--- src/rtl/huffman_pkg.sv ---
// Shared Huffman encoder/decoder definitions: FSM states, table entry layout and defaults.
package huffman_pkg;

  localparam int unsigned W_DEF = 8;
  localparam int unsigned N_DEF = 16;
  localparam int unsigned CNT_W = $clog2(2 * W_DEF + 1);

  typedef enum logic [1:0] {
    RUN   = 2'd0,
    CONF  = 2'd1,
    FLUSH = 2'd2
  } state_t;

  typedef struct packed {
    logic             valid;
    logic [W_DEF-1:0] sym;
    logic [W_DEF-1:0] code;
    logic [CNT_W-1:0] width;
  } entry_t;

endpackage

--- src/rtl/huffman_enc_lut.sv ---
// Runtime-loaded code table: write pointer, valid bits and lowest-index associative match.
module huffman_enc_lut
  import huffman_pkg::*;
#(
  parameter int unsigned W  = W_DEF,
  parameter int unsigned N  = N_DEF,
  parameter int unsigned WW = $clog2(W + 1)
) (
  input  logic          clk,
  input  logic          rst,
  input  logic          new_conf,
  input  logic          en_conf,
  input  logic [W-1:0]  d_conf,
  input  logic [W-1:0]  h_conf,
  input  logic [W-1:0]  w_conf,
  input  logic [W-1:0]  s_in,
  output logic          hit,
  output logic [W-1:0]  code,
  output logic [WW-1:0] width,
  output logic          wr_err
);

  localparam int unsigned PW = $clog2(N + 1);
  localparam int unsigned IW = (N > 1) ? $clog2(N) : 1;
  localparam logic [PW-1:0] N_LIM = PW'(N);
  localparam logic [W-1:0]  W_LIM = W[W-1:0];

  logic [N-1:0]  valid;
  logic [W-1:0]  sym_mem  [N];
  logic [W-1:0]  code_mem [N];
  logic [WW-1:0] wid_mem  [N];
  logic [PW-1:0] ptr;
  logic          full, bad_w, wr_ok;
  logic [IW-1:0] idx;

  assign full   = (ptr == N_LIM);
  assign bad_w  = (w_conf == '0) || (w_conf > W_LIM);
  assign wr_ok  = en_conf & ~new_conf & ~full & ~bad_w;
  assign wr_err = en_conf & ~new_conf & (full | bad_w);

  always_ff @(posedge clk or negedge rst) begin
    if (!rst) begin
      valid <= '0;
      ptr   <= '0;
    end else if (new_conf) begin
      valid <= '0;
      ptr   <= '0;
    end else if (wr_ok) begin
      valid[ptr[IW-1:0]] <= 1'b1;
      ptr                <= ptr + 1'b1;
    end
  end

  // Code bits above the width are masked so the packer's padding stays zero.
  always_ff @(posedge clk) begin
    if (wr_ok) begin
      sym_mem[ptr[IW-1:0]]  <= d_conf;
      code_mem[ptr[IW-1:0]] <= h_conf & ~({W{1'b1}} << w_conf);
      wid_mem[ptr[IW-1:0]]  <= w_conf[WW-1:0];
    end
  end

  always_comb begin
    hit   = 1'b0;
    code  = '0;
    width = '0;
    idx   = '0;
    for (int unsigned i = 0; i < N; i++) begin
      idx = IW'(N - 1 - i);
      if (valid[idx] && (sym_mem[idx] == s_in)) begin
        hit   = 1'b1;
        code  = code_mem[idx];
        width = wid_mem[idx];
      end
    end
  end

endmodule

--- src/rtl/huffman_enc.sv ---
// Huffman encoder top: symbol lookup, MSB-first packer and RUN/CONF/FLUSH control.
// Optional HUFF_ENC_STATS_EN adds sym_cnt/word_cnt statistics outputs.
module huffman_enc
  import huffman_pkg::*;
#(
  parameter int unsigned W = W_DEF,
  parameter int unsigned N = N_DEF
) (
  input  logic         clk,
  input  logic         rst,
  input  logic [W-1:0] s_in,
  input  logic         s_en,
  output logic         s_req,
  input  logic         flush,
  input  logic [W-1:0] d_conf,
  input  logic [W-1:0] h_conf,
  input  logic [W-1:0] w_conf,
  input  logic         en_conf,
  input  logic         new_conf,
  input  logic         d_req,
  output logic [W-1:0] d_out,
  output logic         en_out,
  output logic         err
`ifdef HUFF_ENC_STATS_EN
  ,
  output logic [15:0]  sym_cnt,
  output logic [15:0]  word_cnt
`endif
);

  localparam int unsigned CW = $clog2(2 * W + 1);
  localparam int unsigned WW = $clog2(W + 1);
  localparam logic [CW-1:0] W_C  = CW'(W);
  localparam logic [CW-1:0] TW_C = CW'(2 * W);

  state_t          state, state_nxt;
  logic [2*W-1:0]  acc, acc_x, acc_nxt, ins;
  logic [CW-1:0]   cnt, cnt_x, cnt_nxt, w_ext;
  logic            rdy, err_q;
  logic            hit, wr_err, accept, xfer;
  logic [W-1:0]    code;
  logic [WW-1:0]   width;

  huffman_enc_lut #(.W(W), .N(N), .WW(WW)) u_lut (
    .clk      (clk),
    .rst      (rst),
    .new_conf (new_conf),
    .en_conf  (en_conf),
    .d_conf   (d_conf),
    .h_conf   (h_conf),
    .w_conf   (w_conf),
    .s_in     (s_in),
    .hit      (hit),
    .code     (code),
    .width    (width),
    .wr_err   (wr_err)
  );

  // rdy keeps s_req low during reset and for the first cycle after release.
  assign s_req  = rdy & (state == RUN) & (cnt <= W_C) & ~en_conf & ~new_conf;
  assign en_out = (cnt >= W_C) | ((state == FLUSH) & (cnt != '0));
  assign d_out  = acc[2*W-1 -: W];
  assign err    = err_q;
  assign xfer   = en_out & d_req;
  assign accept = s_req & s_en;
  assign w_ext  = CW'(width);

  // Extraction is applied first so insertion lands right after the surviving bits.
  always_comb begin
    acc_x = acc;
    cnt_x = cnt;
    if (xfer) begin
      acc_x = acc << W;
      cnt_x = (cnt >= W_C) ? cnt - W_C : '0;
    end
    ins     = {{W{1'b0}}, code} << (TW_C - cnt_x - w_ext);
    acc_nxt = acc_x;
    cnt_nxt = cnt_x;
    if (accept && hit) begin
      acc_nxt = acc_x | ins;
      cnt_nxt = cnt_x + w_ext;
    end
  end

  always_comb begin
    state_nxt = state;
    if (new_conf || en_conf) begin
      state_nxt = CONF;
    end else begin
      case (state)
        CONF:    state_nxt = RUN;
        RUN:     if (flush) state_nxt = FLUSH;
        FLUSH:   if (cnt_x == '0) state_nxt = RUN;
        default: state_nxt = RUN;
      endcase
    end
  end

  always_ff @(posedge clk or negedge rst) begin
    if (!rst) begin
      state <= RUN;
      acc   <= '0;
      cnt   <= '0;
      rdy   <= 1'b0;
      err_q <= 1'b0;
    end else begin
      rdy   <= 1'b1;
      state <= state_nxt;
      if (new_conf) begin
        acc   <= '0;
        cnt   <= '0;
        err_q <= 1'b0;
      end else begin
        acc <= acc_nxt;
        cnt <= cnt_nxt;
        if (wr_err || (accept && !hit)) err_q <= 1'b1;
      end
    end
  end

`ifdef HUFF_ENC_STATS_EN
  logic [15:0] sym_q, word_q;

  always_ff @(posedge clk or negedge rst) begin
    if (!rst) begin
      sym_q  <= '0;
      word_q <= '0;
    end else if (new_conf) begin
      sym_q  <= '0;
      word_q <= '0;
    end else begin
      if (accept && hit) sym_q <= sym_q + 16'd1;
      if (xfer) word_q <= word_q + 16'd1;
    end
  end

  assign sym_cnt  = sym_q;
  assign word_cnt = word_q;
`endif

endmodule

--- config.mk ---
export PLATFORM = sky130hd
export DESIGN_NAME = huffman_enc
export DESIGN_NICKNAME = d
export VERILOG_FILES = /design/src/rtl/huffman_pkg.sv /design/src/rtl/huffman_enc_lut.sv /design/src/rtl/huffman_enc.sv
export SDC_FILE = /design/constraint.sdc
export NUM_CORES = 1
export LEC_CHECK = 0
export CAP_MARGIN = 25
export CORE_MARGIN = 3
export CORE_UTILIZATION = 30
export CTS_CLUSTER_SIZE = 28
export DETAILED_ROUTE_END_ITERATION = 16
export PLACE_DENSITY = 0.49
export SETUP_SLACK_MARGIN = 0.05
export SYNTH_ARGS = -nofsm -noshare
export SYNTH_HDL_FRONTEND = slang
export SYNTH_HIERARCHICAL = 1
export SYNTH_SLANG_ARGS = --single-unit
--- constraint.sdc ---
create_clock -name clk -period 5.1 [get_ports clk]
set_input_delay 0.765 -clock clk [delete_from_list [all_inputs] [get_ports clk]]
set_output_delay 0.765 -clock clk [all_outputs]
set_load 0.02 [all_outputs]
# Yosys cells after proc, flatten, opt, wreduce, memory -nomap -nowiden
# Memories as Yosys holds them, arrays and structs flattened.
# Index checks and enable logic that the tools add are counted.
# totals
input_bits	39
word_cells	162
out_inout_bits	11
ff_bits	46
memories	3
latchBits	0
ramBits	320
mem_bits_ro	0
# classes
add_sub_neg	5
eq_ne	20
n_mul	0
magnitude_cmp	5
mux	69
n_bitwise	21
div	0
n_shift	2
reduce_logical	30
# mem_list
name	depth	width	read_ports	rd_ports_with_merged_regs	write_ports	line_no	source
u_lut.code_mem	16	8	16	0	1	huffman_enc_lut.sv:30	logic [W-1:0] code_mem [N];
u_lut.sym_mem	16	8	16	0	1	huffman_enc_lut.sv:29	logic [W-1:0] sym_mem [N];
u_lut.wid_mem	16	4	16	0	1	huffman_enc_lut.sv:31	logic [WW-1:0] wid_mem [N];
# op_table
operator	count
$eq A8 B8 Y1	16
$mux W8	16
$mux W16	5
$mux W4	16
$or A16 B16 Y16	2
$mux W5	6
$mux W1	21
$logic_and A1 B1 Y1	19
$shl A8 B5 Y16	1
$and A1 B1 Y1	11
$and A8 B8 Y8	1
$gt A8 B4 Y1 const B	1
$logic_not A8 Y1	1
$not A8 Y8	1
$shl A8 B8 Y8 const A	1
$mux W2	3
$add A5 B1 Y5 const B	1
$add A5 B4 Y5	1
$eq A5 B5 Y1 const B	1
$ge A5 B4 Y1 const B	1
$le A5 B4 Y1 const B	1
$logic_not A5 Y1	1
$lt A4 B5 Y1 const B	1
$reduce_bool A5 Y1	1
16 further kinds	23

# Logic depth before layout (Yosys ltp)
# An unclocked memory read counts as a cell.
# logic_depth
word_depth	24
ltp_mapped	21

# Cells and area by module
# Netlist, hierarchy kept.
# by_module_without_submodules
module	seq_area_each_um2	cells_per_inst	area_each_um2	instances
huffman_enc_lut	10134.7	957	14097.3	1
huffman_enc	625.6	222	2038.2	1

# Worst setup path before layout
# OpenSTA, ideal clock, no wires.
# synth_path
path_kind	input to register
start	input port s_in[5]
end	register acc[13]
arrival_time_ns	4.435
n_path_buf	4
path_slack_ns	0.530
cell_stages	20
setup_time_ns	0.136
cell_sequence	buf_4 buf_6 xnor2_1 nand3_1 or3_1 clkbuf_1 nand2_2 o221ai_1 a31oi_1 o21ai_1 a21oi_1 fa_1 inv_1 ha_1 nor2_2 xor2_1 buf_2 nor2_1 a221oi_1 o22ai_1
# synth_via
elab_chain_cells	23
elab_cells_between_ends	86
cone_classes	add/sub: 1; eq/ne: 16; shift: 1; mux: 50; bitwise: 1; reduce/logical: 17
# synth_rtl
item	line_no	source
from (decl)	huffman_enc.sv:11	input logic [W-1:0] s_in,
$eq A8 B8 Y1	huffman_enc_lut.sv:70	if (valid[idx] && (sym_mem[idx] == s_in)) begin
$logic_and A1 B1 Y1	huffman_enc_lut.sv:70	
$mux W4 (15 in a row)	huffman_enc_lut.sv:70	
$mux W4 (*)	huffman_enc_lut.sv:70	
named net width[2]	huffman_enc.sv:42	logic [WW-1:0] width;
$sub A5 B4 Y5 (*)	huffman_enc.sv:76	ins = {{W{1'b0}}, code} << (TW_C - cnt_x - w_ext);
$shl A8 B5 Y16 (*)	huffman_enc.sv:76	
$or A16 B16 Y16 (*)	huffman_enc.sv:80	acc_nxt = acc_x | ins;
$mux W16 (*)	huffman_enc.sv:79	if (accept && hit) begin
$mux W16 (*)	huffman_enc.sv:109	if (new_conf) begin
to (signal assigned)	huffman_enc.sv:114	acc <= acc_nxt;
to (decl)	huffman_enc.sv:37	logic [2*W-1:0] acc, acc_x, acc_nxt, ins;
# Mark *: on every way through the listed nets, which the timed path passes. The rest lies on a longest branch.
# A chain may end at the register's enable or synchronous reset.

# Final worst setup path
# layout_path
start	input port s_in[4]
end	register acc[12]
# Same word-level chain as after synthesis.

==> impl_metrics.csv <==
group,metric,value,unit
status,outcome,"finished, final reports clean",
critical_path,cpPeakStageDelay,0.54,ns
logic_synthesis,synth_area_per_cell,13.7,µm²
critical_path,cpMostUsedCell,"buf_4",
floorplan,core,0.0529,mm²
floorplan,io_pins,50,
floorplan,die_y,238,µm
logic_synthesis,synth_common_cells,"edfxtp_1 (320), xnor2_1 (115), nor2_1 (89), nand2_1 (85), nand3_1 (55)",
logic_synthesis,syn_area,0.0161,mm²
clock_tree,cts_sinks,366,
layout,area_growth,22.3,%
logic_synthesis,synth_fa_ha_area_share,1.26,%
grt,grt_max_degree,47,
power,p_per_area,317,mW/mm²
clock_tree,clk_latency,0.56,ns
layout,n_antenna_cell,0,
logic_synthesis,netlist.top_cell.by_area,"edfxtp_1",
critical_path,r2r_slack,0.75,ns
critical_path,cp_num_buf_inv,9,
drt,wl,42000,µm
logic_synthesis,synth_cell_types,77,
logic_synthesis,synth_top_family_by_area,"simple AND/OR/NAND/NOR gates",
clock_tree,clock-root-buffer,"clkbuf_16",
grt,grt_antenna_before_repair,0,
power,ir_drop,0.206,mV
grt,grtUsageTotal,14.8,%
timing,slew_headroom,37.2,%
timing,hold_ws,0.351,ns
drt,ant_nets,0,
place,place_worst_setup_slack,-0.489,ns
power,leakage,6.86,nW
flow_run,maxCapViolCount,0,
logic_synthesis,synth_cells,1179,
place,gp_routability_congestion,0.778,
critical_path,crit_family,"buffers and inverters",
timing,timing.final.crit_share,93.8,%
clock_tree,cts_max_path_buffers,3,
worst_hold_path,worstHoldPathType,"input pin to asynchronous set/reset pin",
critical_path,cp_cell_sequence,"clkdlybuf4s50_1 -> buf_4 -> buf_4 -> xnor2_1 -> nand4_1 -> or3_4 -> buf_4 -> o221ai_1 -> a31oi_1 -> o21ai_2 -> buf_4 -> a21oi_1 -> buf_4 -> fa_1 -> inv_1 -> ha_1 -> nor2_2 -> xor2_1 -> buf_4 -> buf_4 -> mux2i_1 -> a22oi_1 -> o22ai_1",
floorplan,die_w,238,µm
timing,setup_viol,0,
layout,final_layout_size_suffix_gt1_share,19.5,%
critical_path,rr_endpoint,"acc[12]",
place,place.detailed.hpwl,29100,µm
timing,grt_setup_unrepaired,"true",
layout,fin_cells,2079,
critical_path,critical_path_arrival,5.25,ns
place,place_inst,2009,
logic_synthesis,synth-compound-area-share,8.16,%
logic_synthesis,synth_ff_type,"edfxtp_1",
clock_tree,cts_buffers,41,
logic_synthesis,synth_nets,1233,
critical_path,worstSetupStartpointType,"input pin",
floorplan,start_util,30.5,%
logic_synthesis,synth_most_common_cell,"edfxtp_1",
critical_path,critPathSlowestCell,"fa_1",
logic_synthesis,synthArstFlopShare,12.6,%
place,io_buffers,49,
timing,finalMaxSlewViolations,0,
grt,grt_pass1_wl,64100,µm
logic_synthesis,synth_xor_area_share,7.76,%
timing,worst_slew_pin_slew,0.937,ns
drt,wl_per_cell,20.2,µm
critical_path,r2r_cells,21,
timing,fin_ws,0.314,ns
critical_path,critPathCaptureType,"register",
timing,tns,0,ns
critical_path,path_max_fanout,12,
logic_synthesis,synth-simple-area-share,11.3,%
logic_synthesis,yosys.area.top_type_share,59.6,%
critical_path,worst_ep_required_time,5.56,ns
layout,fin_util,37.3,%
logic_synthesis,ys_warn_count,6,
logic_synthesis,synth.area.top_cells,"edfxtp_1 (60%), dfrtp_1 (7.1%), xnor2_1 (6.2%)",
logic_synthesis,synth_edf_count,320,
layout,fin_nets,1418,
grt,grt_pass1_vias,10199,
drt,drc,0,
clock_tree,path_clk_slew,0.06,ns
clock_tree,post_cts_buffers,0,
floorplan,die-area,0.0566,mm²
grt,grt_overflow,0,
drt,dr_total_vias,10059,
floorplan,rows,84,
clock_tree,h-tree-depth,2,
logic_synthesis,ys_seq_area_share,66.7,%
timing,period_needed,4.79,ns
critical_path,reg2reg_from,"u_lut/sym_mem[14][0]",
clock_tree,cts_tree,"built",
timing,max_freq,209,MHz
drt,drt-initial-drc-count,706,
timing,hold_viol,0,
logic_synthesis,yosys_register_bits,366,
logic_synthesis,synthMuxAreaShare,1.78,%
critical_path,worstSetupPathType,"input pin to register",
drt,viasPerCell,4.84,
timing,skew,0.0199,ns
drt,dr.pass1.iters,5,
## sequential cells by signal, indices dropped and copies added, names as in the netlist
| signal | cells |
|---|---|
| u_lut/valid | 16 |
| u_lut/wid_mem | 64 |
| u_lut/ptr | 5 |
| cnt | 5 |
| u_lut/code_mem | 128 |
| err | 1 |
| u_lut/sym_mem | 128 |
| state | 2 |
| rdy | 1 |
| acc | 16 |
## area by class of cell
type                    instances  area [µm²]
fillers                      5059       33100
multi-input cells             727        5020
flip-flops and latches        366       10800
repair buffers                204        1780
clock buffers                  58        1100
well taps                     688         861
inverters                      24        90.1
clock inverters                12         114
## metal layers
metal / vias up / GRT usage, % / routed length (µm)
met5: - / 0 / 0
met4: 0 / 3.48 / 716
met3: 47 / 2.31 / 1980
met1: 5004 / 21.2 / 19800
met2: 246 / 23.8 / 19600
li1: 4762 / - / -
## through the flow
| stage | instance area [µm²] | total power, mW |
|---|---|---|
| after floorplan | 16100 | 3.43 |
| after global placement | 18400 | 3.57 |
| after detailed placement | 18400 | 3.58 |
| after CTS | 19600 | 6.34 |
| after global routing | 19700 | 6.46 |
| final | 19700 | 6.26 |
## power by group
part           total [mW]  internal (mW)  switching (mW)  leakage [nW]
Combinational       0.245          0.101           0.144          2.76
Sequential           3.26           3.26         0.00128          3.51
Clock                2.75           1.60            1.16         0.587
Total                6.26           4.96            1.30          6.86
## cells in the final DEF, fill, tap and decap left out, types with 7 or more instances in the layout
cell type,n
nand4_1,21
clkbuf_16,41
buf_12,10
o22ai_1,8
a22o_1,9
nor2b_1,9
and3_1,9
a31oi_1,9
nand3_1,55
edfxtp_1,320
nand2b_1,7
nor4_1,8
nor3_1,21
nand2_1,85
clkdlybuf4s50_1,44
and2_1,9
clkbuf_1,16
dfrtp_1,46
o21ai_0,19
a221oi_1,16
a22oi_1,15
nor3_2,15
o221ai_1,19
xnor2_1,115
mux2i_1,22
xor2_1,17
nor2_1,77
buf_4,143
a21oi_1,34
inv_1,24
nor2_2,13
ha_1,12
## cell families (layout without fill, tap and decap cells)
| family | Yosys count | after routing |
|---|---|---|
| fa+ha+maj | 15 | 15 |
| other cells | 1 | 1 |
| mux | 27 | 27 |
| compound gates | 183 | 183 |
| xor+xnor | 137 | 137 |
| flops | 366 | 366 |
| simple gates | 364 | 364 |
| buf+inv | 86 | 298 |
## how the worst max path moves through the flow
stage	startpoint	end	slack, ns	cells past startpoint
after floorplan	s_in[5]	acc[13]	0.53	20
after global placement	s_in[0]	acc[3]	-0.46	20
after detailed placement	s_in[2]	acc[13]	-0.49	23
after CTS	s_in[2]	acc[13]	0.1	23
after global routing	s_in[6]	acc[1]	0.03	24
final	s_in[4]	acc[12]	0.31	23
## what timing repair did
| item | 4_1_cts | 5_1_grt |
|---|---|---|
| gates resized for setup | 0 | 20 |
| hold buffers | 0 | 0 |
| endpoints found under the setup margin | 0 | 16 |
(Power assumes the default switching activity.)
